[src/rtl/fifo_wr_arbiter_if.sv]
// Producer-side and FIFO-write-side signals of the FIFO write arbiter.
// The arbiter uses the slave modport. The producers and the FIFO model use the master modport.
interface fifo_wr_arbiter_if #(
  parameter int N_REQ = 4,
  parameter int DW    = 16
) ();
  logic [N_REQ-1:0]    req_valid;
  logic [N_REQ*DW-1:0] req_data;
  logic [N_REQ-1:0]    req_last;
  logic [N_REQ-1:0]    req_ready;
  logic                fifo_we;
  logic [DW-1:0]       fifo_din;
  logic                fifo_rd;

  modport master (
    output req_valid, req_data, req_last, fifo_rd,
    input  req_ready, fifo_we, fifo_din
  );

  modport slave (
    input  req_valid, req_data, req_last, fifo_rd,
    output req_ready, fifo_we, fifo_din
  );
endinterface

[src/rtl/fifo_wr_arbiter.sv]
// Round-robin burst arbiter for the write port of one FIFO. It tracks FIFO occupancy with credits.
// Optional build macro FIFO_ARB_STATS_EN adds per-requester accepted-word counters.
module fifo_wr_arbiter #(
  parameter int N_REQ     = 4,
  parameter int DW        = 16,
  parameter int DEPTH     = 16,
  parameter int MAX_BURST = 4
) (
  input  logic                 clk,
  input  logic                 rst,
  fifo_wr_arbiter_if.slave     bus,
  output logic                 gnt_valid,
  output logic [2:0]           gnt_id,
  output logic [4:0]           level
`ifdef FIFO_ARB_STATS_EN
  ,
  input  logic                 stat_clr,
  output logic [N_REQ*16-1:0]  stat_cnt
`endif
);

  typedef enum logic {IDLE, BURST} state_t;

  localparam int             BW       = $clog2(MAX_BURST + 1);
  localparam logic [4:0]     FULL     = 5'(DEPTH);
  localparam logic [BW-1:0]  BEAT_MAX = BW'(MAX_BURST);

  state_t          state, state_next;
  logic [2:0]      rr_ptr, rr_next;
  logic [2:0]      gnt_next;
  logic [BW-1:0]   beat, beat_next;

  logic            pick_found;
  logic [2:0]      pick_id;
  logic [3:0]      pick_sum;
  logic [2*N_REQ-1:0] valid_rot;

  logic [N_REQ-1:0] gnt_oh;
  logic            sel_valid, sel_last;
  logic [DW-1:0]   sel_data;

  logic            xfer, rd_eff;

  assign gnt_valid = (state == BURST);
  assign rd_eff    = bus.fifo_rd && (level != 5'd0);

  // Rotate the valid vector so bit 0 is rr_ptr. The lowest set bit wins.
  always_comb begin
    // NOTE: every always_comb output gets a default first so no path infers a latch.
    valid_rot  = {bus.req_valid, bus.req_valid} >> rr_ptr;
    pick_found = 1'b0;
    pick_id    = '0;
    pick_sum   = '0;
    for (int i = N_REQ - 1; i >= 0; i--) begin
      if (valid_rot[i]) begin
        pick_sum = {1'b0, rr_ptr} + 4'(i);
        if (pick_sum >= 4'(N_REQ)) pick_sum = pick_sum - 4'(N_REQ);
        pick_found = 1'b1;
        pick_id    = pick_sum[2:0];
      end
    end
  end

  always_comb begin
    gnt_oh    = '0;
    sel_valid = 1'b0;
    sel_last  = 1'b0;
    sel_data  = '0;
    for (int i = 0; i < N_REQ; i++) begin
      if (gnt_id == 3'(i)) begin
        gnt_oh[i] = 1'b1;
        sel_valid = bus.req_valid[i];
        sel_last  = bus.req_last[i];
        sel_data  = bus.req_data[i*DW +: DW];
      end
    end
  end

  always_comb begin
    state_next    = state;
    rr_next       = rr_ptr;
    gnt_next      = gnt_id;
    beat_next     = beat;
    bus.req_ready = '0;
    xfer          = 1'b0;
    case (state)
      IDLE: begin
        if (pick_found) begin
          state_next = BURST;
          gnt_next   = pick_id;
          beat_next  = '0;
        end
      end
      BURST: begin
        if (!sel_valid) begin
          state_next = IDLE;
          rr_next    = (gnt_id == 3'(N_REQ - 1)) ? 3'd0 : gnt_id + 3'd1;
        end else if (level < FULL) begin
          bus.req_ready = gnt_oh;
          xfer          = 1'b1;
          beat_next     = beat + 1'b1;
          if (sel_last || (beat_next == BEAT_MAX)) begin
            state_next = IDLE;
            rr_next    = (gnt_id == 3'(N_REQ - 1)) ? 3'd0 : gnt_id + 3'd1;
          end
        end
        // A full FIFO keeps the grant and holds ready low until a credit returns.
      end
      default: state_next = IDLE;
    endcase
  end

  always_ff @(posedge clk or negedge rst) begin
    // NOTE: state registers use non-blocking assignments so every flop samples pre-edge values.
    if (!rst) begin
      state  <= IDLE;
      rr_ptr <= '0;
      gnt_id <= '0;
      beat   <= '0;
    end else begin
      state  <= state_next;
      rr_ptr <= rr_next;
      gnt_id <= gnt_next;
      beat   <= beat_next;
    end
  end

  always_ff @(posedge clk or negedge rst) begin
    if (!rst) begin
      bus.fifo_we  <= 1'b0;
      bus.fifo_din <= '0;
    end else begin
      bus.fifo_we <= xfer;
      if (xfer) bus.fifo_din <= sel_data;
    end
  end

  // A write and a read in the same cycle cancel. A read with no credit outstanding is ignored.
  always_ff @(posedge clk or negedge rst) begin
    if (!rst) begin
      level <= '0;
    end else begin
      case ({xfer, rd_eff})
        2'b10:   level <= level + 5'd1;
        2'b01:   level <= level - 5'd1;
        default: level <= level;
      endcase
    end
  end

`ifdef FIFO_ARB_STATS_EN
  logic [15:0] stat_q [N_REQ];

  always_ff @(posedge clk or negedge rst) begin
    // NOTE: this register array is small control state, not RAM, so it takes the async reset.
    if (!rst) begin
      for (int i = 0; i < N_REQ; i++) stat_q[i] <= '0;
    end else if (stat_clr) begin
      for (int i = 0; i < N_REQ; i++) stat_q[i] <= '0;
    end else if (xfer) begin
      for (int i = 0; i < N_REQ; i++) begin
        if ((gnt_id == 3'(i)) && (stat_q[i] != 16'hFFFF)) stat_q[i] <= stat_q[i] + 16'd1;
      end
    end
  end

  for (genvar g = 0; g < N_REQ; g++) begin : g_stat
    assign stat_cnt[g*16 +: 16] = stat_q[g];
  end
`else
  // Statistics disabled: no counter state is built.
`endif

endmodule

[src/flat_wrapper.sv]
// flat-port wrapper written by rule: the top's interface ports become plain ports
module fifo_wr_arbiter_flat 
#(
  parameter int N_REQ     = 4,
  parameter int DW        = 16,
  parameter int DEPTH     = 16,
  parameter int MAX_BURST = 4
)
  (clk, rst, gnt_valid, gnt_id, level, bus_req_valid, bus_req_data, bus_req_last, bus_fifo_rd, bus_req_ready, bus_fifo_we, bus_fifo_din);
  fifo_wr_arbiter_if #(.N_REQ(N_REQ), .DW(DW)) bus_i ();
  input  logic clk;
  input  logic rst;
  output logic gnt_valid;
  output logic [2:0] gnt_id;
  output logic [4:0] level;
  input wire logic [$bits(bus_i.req_valid)-1:0] bus_req_valid;
  input wire logic [$bits(bus_i.req_data)-1:0] bus_req_data;
  input wire logic [$bits(bus_i.req_last)-1:0] bus_req_last;
  input wire logic [$bits(bus_i.fifo_rd)-1:0] bus_fifo_rd;
  output wire logic [$bits(bus_i.req_ready)-1:0] bus_req_ready;
  output wire logic [$bits(bus_i.fifo_we)-1:0] bus_fifo_we;
  output wire logic [$bits(bus_i.fifo_din)-1:0] bus_fifo_din;
  assign bus_i.req_valid = bus_req_valid;
  assign bus_i.req_data = bus_req_data;
  assign bus_i.req_last = bus_req_last;
  assign bus_i.fifo_rd = bus_fifo_rd;
  assign bus_req_ready = bus_i.req_ready;
  assign bus_fifo_we = bus_i.fifo_we;
  assign bus_fifo_din = bus_i.fifo_din;
  fifo_wr_arbiter #(.N_REQ(N_REQ), .DW(DW), .DEPTH(DEPTH), .MAX_BURST(MAX_BURST)) u_core (.clk(clk), .rst(rst), .bus(bus_i), .gnt_valid(gnt_valid), .gnt_id(gnt_id), .level(level));
endmodule
[config.mk]
export PLATFORM = sky130hd
export DESIGN_NAME = fifo_wr_arbiter_flat
export DESIGN_NICKNAME = d
export VERILOG_FILES = /design/src/rtl/fifo_wr_arbiter_if.sv /design/src/rtl/fifo_wr_arbiter.sv /design/src/flat_wrapper.sv
export SDC_FILE = /design/constraint.sdc
export NUM_CORES = 1
export LEC_CHECK = 0
export ABC_CLOCK_PERIOD_IN_PS = 3000
export BUFFER_PORTS_ARGS = -buffer_cell sky130_fd_sc_hd__buf_2
export CAP_MARGIN = 20
export CORE_ASPECT_RATIO = 0.9
export CORE_MARGIN = 3
export CORE_UTILIZATION = 40
export DETAILED_ROUTE_END_ITERATION = 10
export PLACE_DENSITY = 0.71
export SYNTH_ARGS = -nofsm -noshare
export SYNTH_HDL_FRONTEND = slang
export SYNTH_SLANG_ARGS = --single-unit
export TNS_END_PERCENT = 50
[constraint.sdc]
create_clock -name clk -period 3 [get_ports clk]
set_input_delay 0.9 -clock clk [delete_from_list [all_inputs] [get_ports clk]]
set_output_delay 0.9 -clock clk [all_outputs]
set_load 0.03 [all_outputs]
After elaboration in Yosys (flattened, before gate mapping) --
Index checks and enable logic that the tools add are counted.
Word-level totals: bits of input ports 75, output and inout port bits 30, register bits after elaboration 32, word-level logic and storage cells 92
Cells by class: $lt $le $gt $ge 5, $add $sub $neg 11, bitwise gates (word level) 1, reduce and logical (&&, ||, !) cells 8, equality and inequality tests 11, shift-type cells 1, muxes and demuxes 48
Operators with widths (count):
- two-way mux 16 bit | 4
- two-way mux 3 bit | 15
- two-way mux 1 bit | 23
- >= comparator 4 x 3 -> 1 bit, second input constant | 3
- two-way mux 4 bit | 3
- subtractor 3 bit, second input constant | 4
- one-hot mux 5 bit (2 select lines) | 1
- adder 3 x 2 -> 4 bit, second input constant | 2
- inequality test 2 bit, second input constant | 4
- right shift 8 x 3 -> 4 bit | 1
- adder 3 x 1 -> 3 bit, second input constant | 2
- == test 3 x 2 -> 1 bit, second input constant | 2
- one-hot mux 3 bit (2 select lines) | 1
- AND reduction 3 bit | 2
- adder 5 x 1 -> 5 bit, second input constant | 1
- < comparator 5 bit, second input constant | 1
- nonzero test 5 bit | 1
- subtractor 5 x 1 -> 5 bit, second input constant | 1
- adder 3 x 1 -> 4 bit, second input constant | 1
- == test 3 x 1 -> 1 bit, second input constant | 1
- == test 3 bit, second input constant | 1
- >= comparator 3 bit, second input constant | 1
- logical NOT 3 bit | 1
- == test 2 x 1 -> 1 bit, second input constant | 1
- other kinds (8) | 8

Logic depth before layout (Yosys ltp) --
Gate-level depths: netlist (run 1).
word-level depth 10, depth in mapped cells 13, depth with buffers taken out 12

Worst setup path after synthesis (run 1) --
OpenSTA, ideal clock, no wires.
path kind flip-flop to flip-flop, start point register u_core.gnt_id[1], end point register u_core.level[4], buffers on the path 1, stages on the path, launching flop included 14, period minus slack after synthesis 3.154 ns, arrival time 3.018 ns, data required time 2.864 ns, library setup time 0.136 ns, setup slack -0.154 ns, path through dfrtp_1 > inv_1 > ha_1 > and3b_1 > o221ai_2 > a21o_2 > clkbuf_1 > ha_1 > fa_1 > a21o_1 > a21oi_1 > xor2_1 > nor2_1 > xor2_1
On the way: word-level cells in the longest chain between the ends 9, elaborated cells between the ends (all ways) 14, those cells by class eq/ne: 5; mux: 7; reduce/logical: 2
RTL lines:
- start, declared | RTL line fifo_wr_arbiter.sv:13 | output logic [2:0] gnt_id,
- start signal, assigned | RTL line fifo_wr_arbiter.sv:123 | gnt_id <= gnt_next;
- logical NOT 3 bit | RTL line fifo_wr_arbiter.sv:70 | if (gnt_id == 3'(i)) begin
- two-way mux 1 bit (3 in series) | RTL line fifo_wr_arbiter.sv:70
- two-way mux 1 bit (*) | RTL line fifo_wr_arbiter.sv:70
- two-way mux 1 bit (*) | RTL line fifo_wr_arbiter.sv:95 | if (!sel_valid) begin
- two-way mux 1 bit (*) | RTL line fifo_wr_arbiter.sv:86 | case (state)
- == test 2 x 1 -> 1 bit or == test 2 bit (tied branches) | RTL line fifo_wr_arbiter.sv:143 | case ({xfer, rd_eff})
- one-hot mux 5 bit (2 select lines) or nonzero test 2 bit (tied branches)
- end signal, assigned | RTL line fifo_wr_arbiter.sv:144 | 2'b10: level <= level + 5'd1;
- end signal, assigned | RTL line fifo_wr_arbiter.sv:145 | 2'b01: level <= level - 5'd1;
- end signal, assigned | RTL line fifo_wr_arbiter.sv:146 | default: level <= level;
- end, declared | RTL line fifo_wr_arbiter.sv:14 | output logic [4:0] level
Mark *: on every way between the ends. The rest lies on a longest branch, timed or not. A chain may end at the register's enable or synchronous reset.

Final worst setup path (run 1) --
start point register u_core.gnt_id[1], end point output port bus_req_ready[1]
On the way: word-level cells in the longest chain between the ends 7, elaborated cells between the ends (all ways) 12, those cells by class eq/ne: 3; mux: 8; reduce/logical: 1
RTL lines:
- logical NOT 3 bit | RTL line fifo_wr_arbiter.sv:70
- two-way mux 1 bit (4 in series) | RTL line fifo_wr_arbiter.sv:70
- two-way mux 4 bit (*) | RTL line fifo_wr_arbiter.sv:95
- two-way mux 4 bit (*) | RTL line fifo_wr_arbiter.sv:86
- end, declared | RTL line flat_wrapper.sv:20 | output wire logic [$bits(bus_i.req_ready)-1:0] bus_req_ready;
Marked as above.

==> results.sh, run 1 <==
export IMPL_multi_input_area_um2=1400
export IMPL_io_pins=105
export IMPL_synth_top_area_share_pct=35.1
export IMPL_drtIter0Drc=91
export IMPL_fp_row_count=25
export IMPL_fin_tns_setup_ns=0
export IMPL_clk_pin_slew_ns=0.06
export IMPL_die_y_um=77.7
export IMPL_cts_sinks=32
export IMPL_crit_required_ns=2.10
export IMPL_synth_seq_cells=32
export IMPL_max_freq_ghz=0.345
export IMPL_gr_usage_all_layers_pct=18.8
export IMPL_final_antenna_net_count=0
export IMPL_stdcell_count=434
export IMPL_viasPerCell=5.19
export IMPL_core_area_um2=5380
export IMPL_criticalPathCategory="reg2out"
export IMPL_yosys_cell_types_count=47
export IMPL_port_buffers=104
export IMPL_cp_num_buf_inv=3
export IMPL_hold_violations=0
export IMPL_comb_power_share_pct=66.0
export IMPL_clk_latency_ns=0.27
export IMPL_syn_avg_cell_area_um2=8.81
export IMPL_drc=0
export IMPL_synth_edf_count=0
export IMPL_synth_area_leaders="dfrtp_1, a21oi_1, ha_1"
export IMPL_routedWlPerCell_um=14.5
export IMPL_num_vias=2253
export IMPL_grt_overflow_total=0
export IMPL_antenna_cells=0
export IMPL_syn_area_um2=2280
export IMPL_slew_headroom_pct=52.9
export IMPL_synth_net_count=346
export IMPL_floorplan_initialDensity_pct=42.4
export IMPL_cpLargestDelayFamily="flip-flops"
export IMPL_synth_largest_area_cell="dfrtp_1"
export IMPL_register_area_um2=803
export IMPL_max_stage_delay_ns=0.44
export IMPL_fill_cells=529
export IMPL_use_met2_pct=32.0
export IMPL_period_needed_ns=2.90
export IMPL_grt_pass1_vias=2176
export IMPL_p_clk_share_pct=10.1
export IMPL_synth_flop_cell="dfrtp_1"
export IMPL_mostFrequentLayoutCells="buf_2, a21oi_1, nand2_1"
export IMPL_syn_instance_count=259
export IMPL_crit_path_end_kind="output port"
export IMPL_switching_share_pct=48.4
export IMPL_dpl_hpwl_mm=4.94
export IMPL_slowest_stage="dfrtp_2"
export IMPL_hold_slack_ns=0.484
export IMPL_place_inst=425
export IMPL_worst_ep_arrival_time_ns=2.00
export IMPL_pwr_share_seq_pct=23.9
export IMPL_routed_wl_mm=6.31
export IMPL_grt_use_met3_pct=3.61
export IMPL_switchingPower_w=0.00159
export IMPL_crit_chain="inv_1 -> ha_2 -> and3b_1 -> o221ai_2 -> a21o_2 -> inv_2 -> and2_1 -> buf_2"
export IMPL_ys_seq_area_share_pct=35.1
export IMPL_nNetsFinal=453
export IMPL_cp_start_kind="flop"
export IMPL_met1_usage_pct=24.7
export IMPL_firstDrtPassIters=4
export IMPL_grt_first_pass_wirelength_mm=10.1
export IMPL_antenna_found_initial=0
export IMPL_cp_max_fo=5
export IMPL_worstMarginPinSlew_ns=0.707
export IMPL_status="complete, no violations"
export IMPL_p_per_area_nw_per_um2=1090
export IMPL_top_usage_layer="met2"
export IMPL_p_int_w=0.00170
export IMPL_cts_tree="yes"
export IMPL_async_flop_share_pct=100
export IMPL_cts_buffers=5
export IMPL_syn_to_final_growth_pct=32.0
export IMPL_gp_congestion=0.885
export IMPL_cts_buffer_depth=2
export IMPL_drv_slew=0
export IMPL_die_width_um=85.6
export IMPL_die_area_um2=6650
export IMPL_htreeDepth=2
export IMPL_clock_root_buffer="clkbuf_8"
export IMPL_setup_viol=0
export IMPL_drive_gt1_share_pct=39.2
export IMPL_peakVddDrop_uv=485
export IMPL_holdCritPathClass="reg2reg"
export IMPL_layout_commonest_cell="buf_2"
export IMPL_leakage_nw=1.50
export IMPL_grt_max_degree=33
export IMPL_yosysWarningCount=0
export IMPL_clock_skew_ns=0.00100
export IMPL_fin_util_pct=56.0
export IMPL_fin_crit_sh_pct=96.6
export IMPL_maxCapViolations=0
-- metal layers --
layer	routed length, µm	vias to the layer above
li1	-	1144
met1	2790	1056
met2	3170	47
met3	277	6
met4	73	0
met5	0	-
-- through the flow --
stage / worst slack [ns] / total power, W / instance area [µm²]
floorplan: 0.0135 / 0.00237 / 2290
global placement: 0.0251 / 0.00291 / 2900
detailed placement: 0.0228 / 0.00295 / 2900
CTS: 0.0308 / 0.00330 / 2990
global route: -0.00937 / 0.00358 / 3010
finish: 0.101 / 0.00329 / 3010
-- worst min-delay path, cell delays in order (launching register included) --
cell     delay, ns
dfrtp_1       0.35
nand2_1       0.05
o21ai_0       0.06
-- synth_stat cells (all sizes together), types with 2 or more instances --
master / number
mux2i: 4
inv: 7
xnor2: 2
o21a: 3
a21oi: 33
a21o: 5
o211ai: 2
nand2: 32
nor3: 6
xor2: 4
mux2: 15
nor2: 11
nor2b: 8
clkbuf: 6
buf: 9
and3b: 2
o21ai: 25
and2: 4
nor3b: 4
ha: 11
dfrtp: 32
a221oi: 5
nand2b: 3
nand3b: 11
-- power by group through the flow --
stage	Combinational (W)	Sequential (W)	Clock, W
global placement	0.00212	0.000787	0
global route	0.00240	0.000815	0.000365
CTS	0.00217	0.000785	0.000342
finish	0.00217	0.000786	0.000332
detailed placement	0.00216	0.000790	0
floorplan	0.00131	0.00106	0
-- cells by family after synthesis --
logic type	Yosys count	synth area share, %
AO/OA/AOI/OAI	84	22.6
XOR/XNOR	6	2.30
buffers and inverters	22	4.22
flip-flops	32	35.1
AND/OR/NAND/NOR	84	19.4
multiplexers	19	9.48
adder cells (fa/ha/maj)	12	6.91
-- cell type report --
type | instances | share of cell area, %
tap | 67 | 2.78
clock inverter | 2 | 0.332
inverter | 7 | 0.872
multi-input combinational | 205 | 46.4
timing repair buffer | 115 | 20.2
sequential | 32 | 26.7
clock buffer | 6 | 2.74
-- path summary, 6_finish.rpt --
| kind | from | endpoint | slack, ns | depth (start not counted) |
|---|---|---|---|---|
| worst max-delay path | u_core.gnt_id[1] | bus_req_ready[1] | 0.10 | 8 |
| worst min-delay path | u_core.bus.fifo_din[15] | u_core.bus.fifo_din[15] | 0.48 | 2 |
| worst max register to register | u_core.gnt_id[0] | u_core.level[4] | 0.29 | 12 |
| worst min register to register | u_core.bus.fifo_din[15] | u_core.bus.fifo_din[15] | 0.48 | 2 |
| max in group asynchronous | rst | u_core.gnt_id[0] | 1.83 | 1 |
| min in group asynchronous | rst | u_core.bus.fifo_din[5] | 0.67 | 1 |
-- state kept, by name (all words and copies together) (netlist names) --
name                 cells
u_core.bus.fifo_din     16
u_core.level             5
u_core.beat              3
u_core.gnt_id            3
u_core.rr_ptr            3
u_core.bus.fifo_we       1
u_core.gnt_valid         1
-- timing repair --
item	4_1_cts	5_1_grt
hold buffers	0	0
gates resized for setup	0	7
setup endpoints to repair	0	3
setup buffers	0	1
Note: power is estimated with default switching activity, not from simulation.
==> run 2: changes to the inputs <==
Settings changed: ABC_AREA set to 1, PLACE_DENSITY 0.71 to 0.7.
==> results.sh, run 2 <==
export IMPL_leakage_nw=1.77
export IMPL_routed_wl_mm=6.63
export IMPL_switching_share_pct=54.1
export IMPL_syn_instance_count=360
export IMPL_die_area_um2=6970
export IMPL_hold_violations=0
export IMPL_p_int_w=0.00152
export IMPL_yosysMostFrequentCell="nand2_1"
export IMPL_clock_root_buffer="clkbuf_8"
export IMPL_grt_pass1_vias=2396
export IMPL_worst_ep_arrival_time_ns=1.94
export IMPL_drtIter0Drc=109
export IMPL_period_needed_ns=2.84
export IMPL_status="complete, no violations"
export IMPL_cts_tree="yes"
export IMPL_core_area_um2=5760
export IMPL_htreeDepth=2
export IMPL_clk_pin_slew_ns=0.06
export IMPL_final_antenna_net_count=0
export IMPL_port_buffers=104
export IMPL_grt_max_degree=36
export IMPL_grt_overflow_total=0
export IMPL_cp_max_fo=10
export IMPL_fp_row_count=26
export IMPL_routedWlPerCell_um=12.4
export IMPL_holdCritPathClass="reg2reg"
export IMPL_floorplan_initialDensity_pct=41.7
export IMPL_worst_slack_ns=0.164
export IMPL_syn_to_final_growth_pct=27.5
export IMPL_dpl_hpwl_mm=5.05
export IMPL_switchingPower_w=0.00179
export IMPL_mostFrequentLayoutCells="nand2_1, buf_2, nand3_1"
export IMPL_synth_top_cells_by_count="nand2_1, nand3_1, o21ai_0"
export IMPL_cts_sinks=32
export IMPL_antenna_cells=0
export IMPL_clock_skew_ns=0.00163
export IMPL_peakVddDrop_uv=479
export IMPL_synth_area_leaders="dfrtp_1, nand2_1, nand3_1"
export IMPL_maxCapViolations=0
export IMPL_pwr_share_seq_pct=23.4
export IMPL_io_pins=105
export IMPL_ys_seq_area_share_pct=33.4
export IMPL_gr_usage_all_layers_pct=19.1
export IMPL_hold_buffers=0
export IMPL_die_y_um=79.5
export IMPL_fin_crit_sh_pct=94.5
export IMPL_synth_seq_cells=32
export IMPL_criticalPathCategory="reg2out"
export IMPL_cts_buffers=5
export IMPL_syn_avg_cell_area_um2=6.67
export IMPL_worstMarginPinSlew_ns=0.699
export IMPL_die_width_um=87.7
export IMPL_fill_cells=577
export IMPL_clk_latency_ns=0.27
export IMPL_syn_area_um2=2400
export IMPL_async_flop_share_pct=100
export IMPL_cts_buffer_depth=2
export IMPL_yosysWarningCount=0
export IMPL_drc=0
export IMPL_fin_util_pct=53.2
export IMPL_synth_edf_count=0
export IMPL_place_ws_ns=0.0570
export IMPL_drive_gt1_share_pct=29.2
export IMPL_max_freq_ghz=0.353
export IMPL_viasPerCell=4.93
export IMPL_yosys_cell_types_count=32
export IMPL_num_vias=2626
export IMPL_grt_first_pass_wirelength_mm=10.8
export IMPL_crit_required_ns=2.10
export IMPL_setup_viol=0
export IMPL_p_clk_share_pct=9.2
export IMPL_layout_commonest_cell="nand2_1"
export IMPL_drv_slew=0
export IMPL_synth_net_count=447
export IMPL_reg_top3="u_core.bus.fifo_din (16), u_core.level (5)"
export IMPL_p_total_w=0.00331
export IMPL_gp_congestion=0.805
export IMPL_synth_flop_cell="dfrtp_1"
export IMPL_synth_largest_area_cell="dfrtp_1"
export IMPL_slew_headroom_pct=53.4
export IMPL_cp_start_kind="flop"
export IMPL_top_register="u_core.bus.fifo_din"
export IMPL_crit_path_end_kind="output port"
export IMPL_nNetsFinal=550
export IMPL_antenna_found_initial=0
export IMPL_synth_top_area_share_pct=33.4
export IMPL_largest_register_ff_count=16
export IMPL_firstDrtPassIters=4
export IMPL_comb_power_share_pct=67.3
export IMPL_p_per_area_nw_per_um2=1080
## run 2: cell types whose count changed in the layout (fill, tap and decap cells not counted), sizes merged, moves of 8 or more
cell	previous run	this run
nand2	32	152
nand3	1	49
a21oi	33	4
inv	7	29
mux2	15	0
o21ai	25	40
nand3b	11	2
nor2b	8	0
## run 2: layout make-up
cell class                 instances  area [µm²]  area share [%]
multi-input combinational        286        1430            46.5
inverter                          29         111            3.64
clock buffer                       6        72.6            2.37
sequential                        32         802            26.2
clock inverter                     1        5.00           0.163
tap                               70        87.6            2.86
timing repair buffer             109         558            18.2
## run 2: metal layers
metal,wire length [µm],vias up,GRT usage (%)
met5,0,-,0
met4,91,0,5.67
met3,298,10,3.41
met2,3020,73,30.8
met1,3220,1182,26.1
li1,-,1361,-
## run 2: cells by family after synthesis
kind of cell               share of synthesized area [%]
and+or+nand+nor                                     41.8
xor gates and xnor gates                           0.730
AOI/OAI and AO/OA                                   9.80
buffers and inverters                               7.76
adders and majority gates                           6.57
DFF                                                 33.4
## run 2: worst max-delay path, stage by stage (launching register included)
cell	delay, ns
dfrtp_1	0.44
inv_1	0.11
ha_1	0.18
inv_2	0.07
nor2_4	0.08
nand2_1	0.07
nand3_2	0.07
nand3_2	0.08
nand2_4	0.11
nand2_8	0.09
nor3_2	0.13
buf_2	0.22
## run 2: timing repair
action,CTS,global route
gates resized for setup,0,3
buffers inserted,0,0
setup endpoints to repair,0,1
## run 2: power groups by stage
stage	logic, W	registers, W	clock network, W
6_report	0.00223	0.000774	0.000305
5_1_grt	0.00256	0.000800	0.000332
4_1_cts	0.00223	0.000771	0.000316
3_5_place_dp	0.00222	0.000776	0
3_3_place_gp	0.00218	0.000776	0
2_1_floorplan	0.00141	0.00103	0
## run 2: worst paths after layout
| kind | start | end | slack [ns] | depth (start not counted) |
|---|---|---|---|---|
| worst max register to register | u_core.gnt_id[1] | u_core.level[4] | 0.28 | 17 |
| min in group asynchronous | rst | u_core.bus.fifo_din[3] | 0.67 | 1 |
| worst max-delay path | u_core.gnt_id[1] | bus_req_ready[0] | 0.16 | 11 |
| worst min-delay path | u_core.bus.fifo_din[5] | u_core.bus.fifo_din[5] | 0.48 | 2 |
| worst min register to register | u_core.bus.fifo_din[5] | u_core.bus.fifo_din[5] | 0.48 | 2 |
| max in group asynchronous | rst | u_core.gnt_id[0] | 1.84 | 1 |
## run 2: per-stage QoR
stage	cell area (µm²)	cells	TNS, ns	hold slack [ns]
detailed placement	2980	526	0	0.460
floorplan	2410	360	0	0.485
global route	3060	533	-0.0385	0.495
finish	3060	533	0	0.476
CTS	3050	533	0	0.478
global placement	2980	526	0	0.459
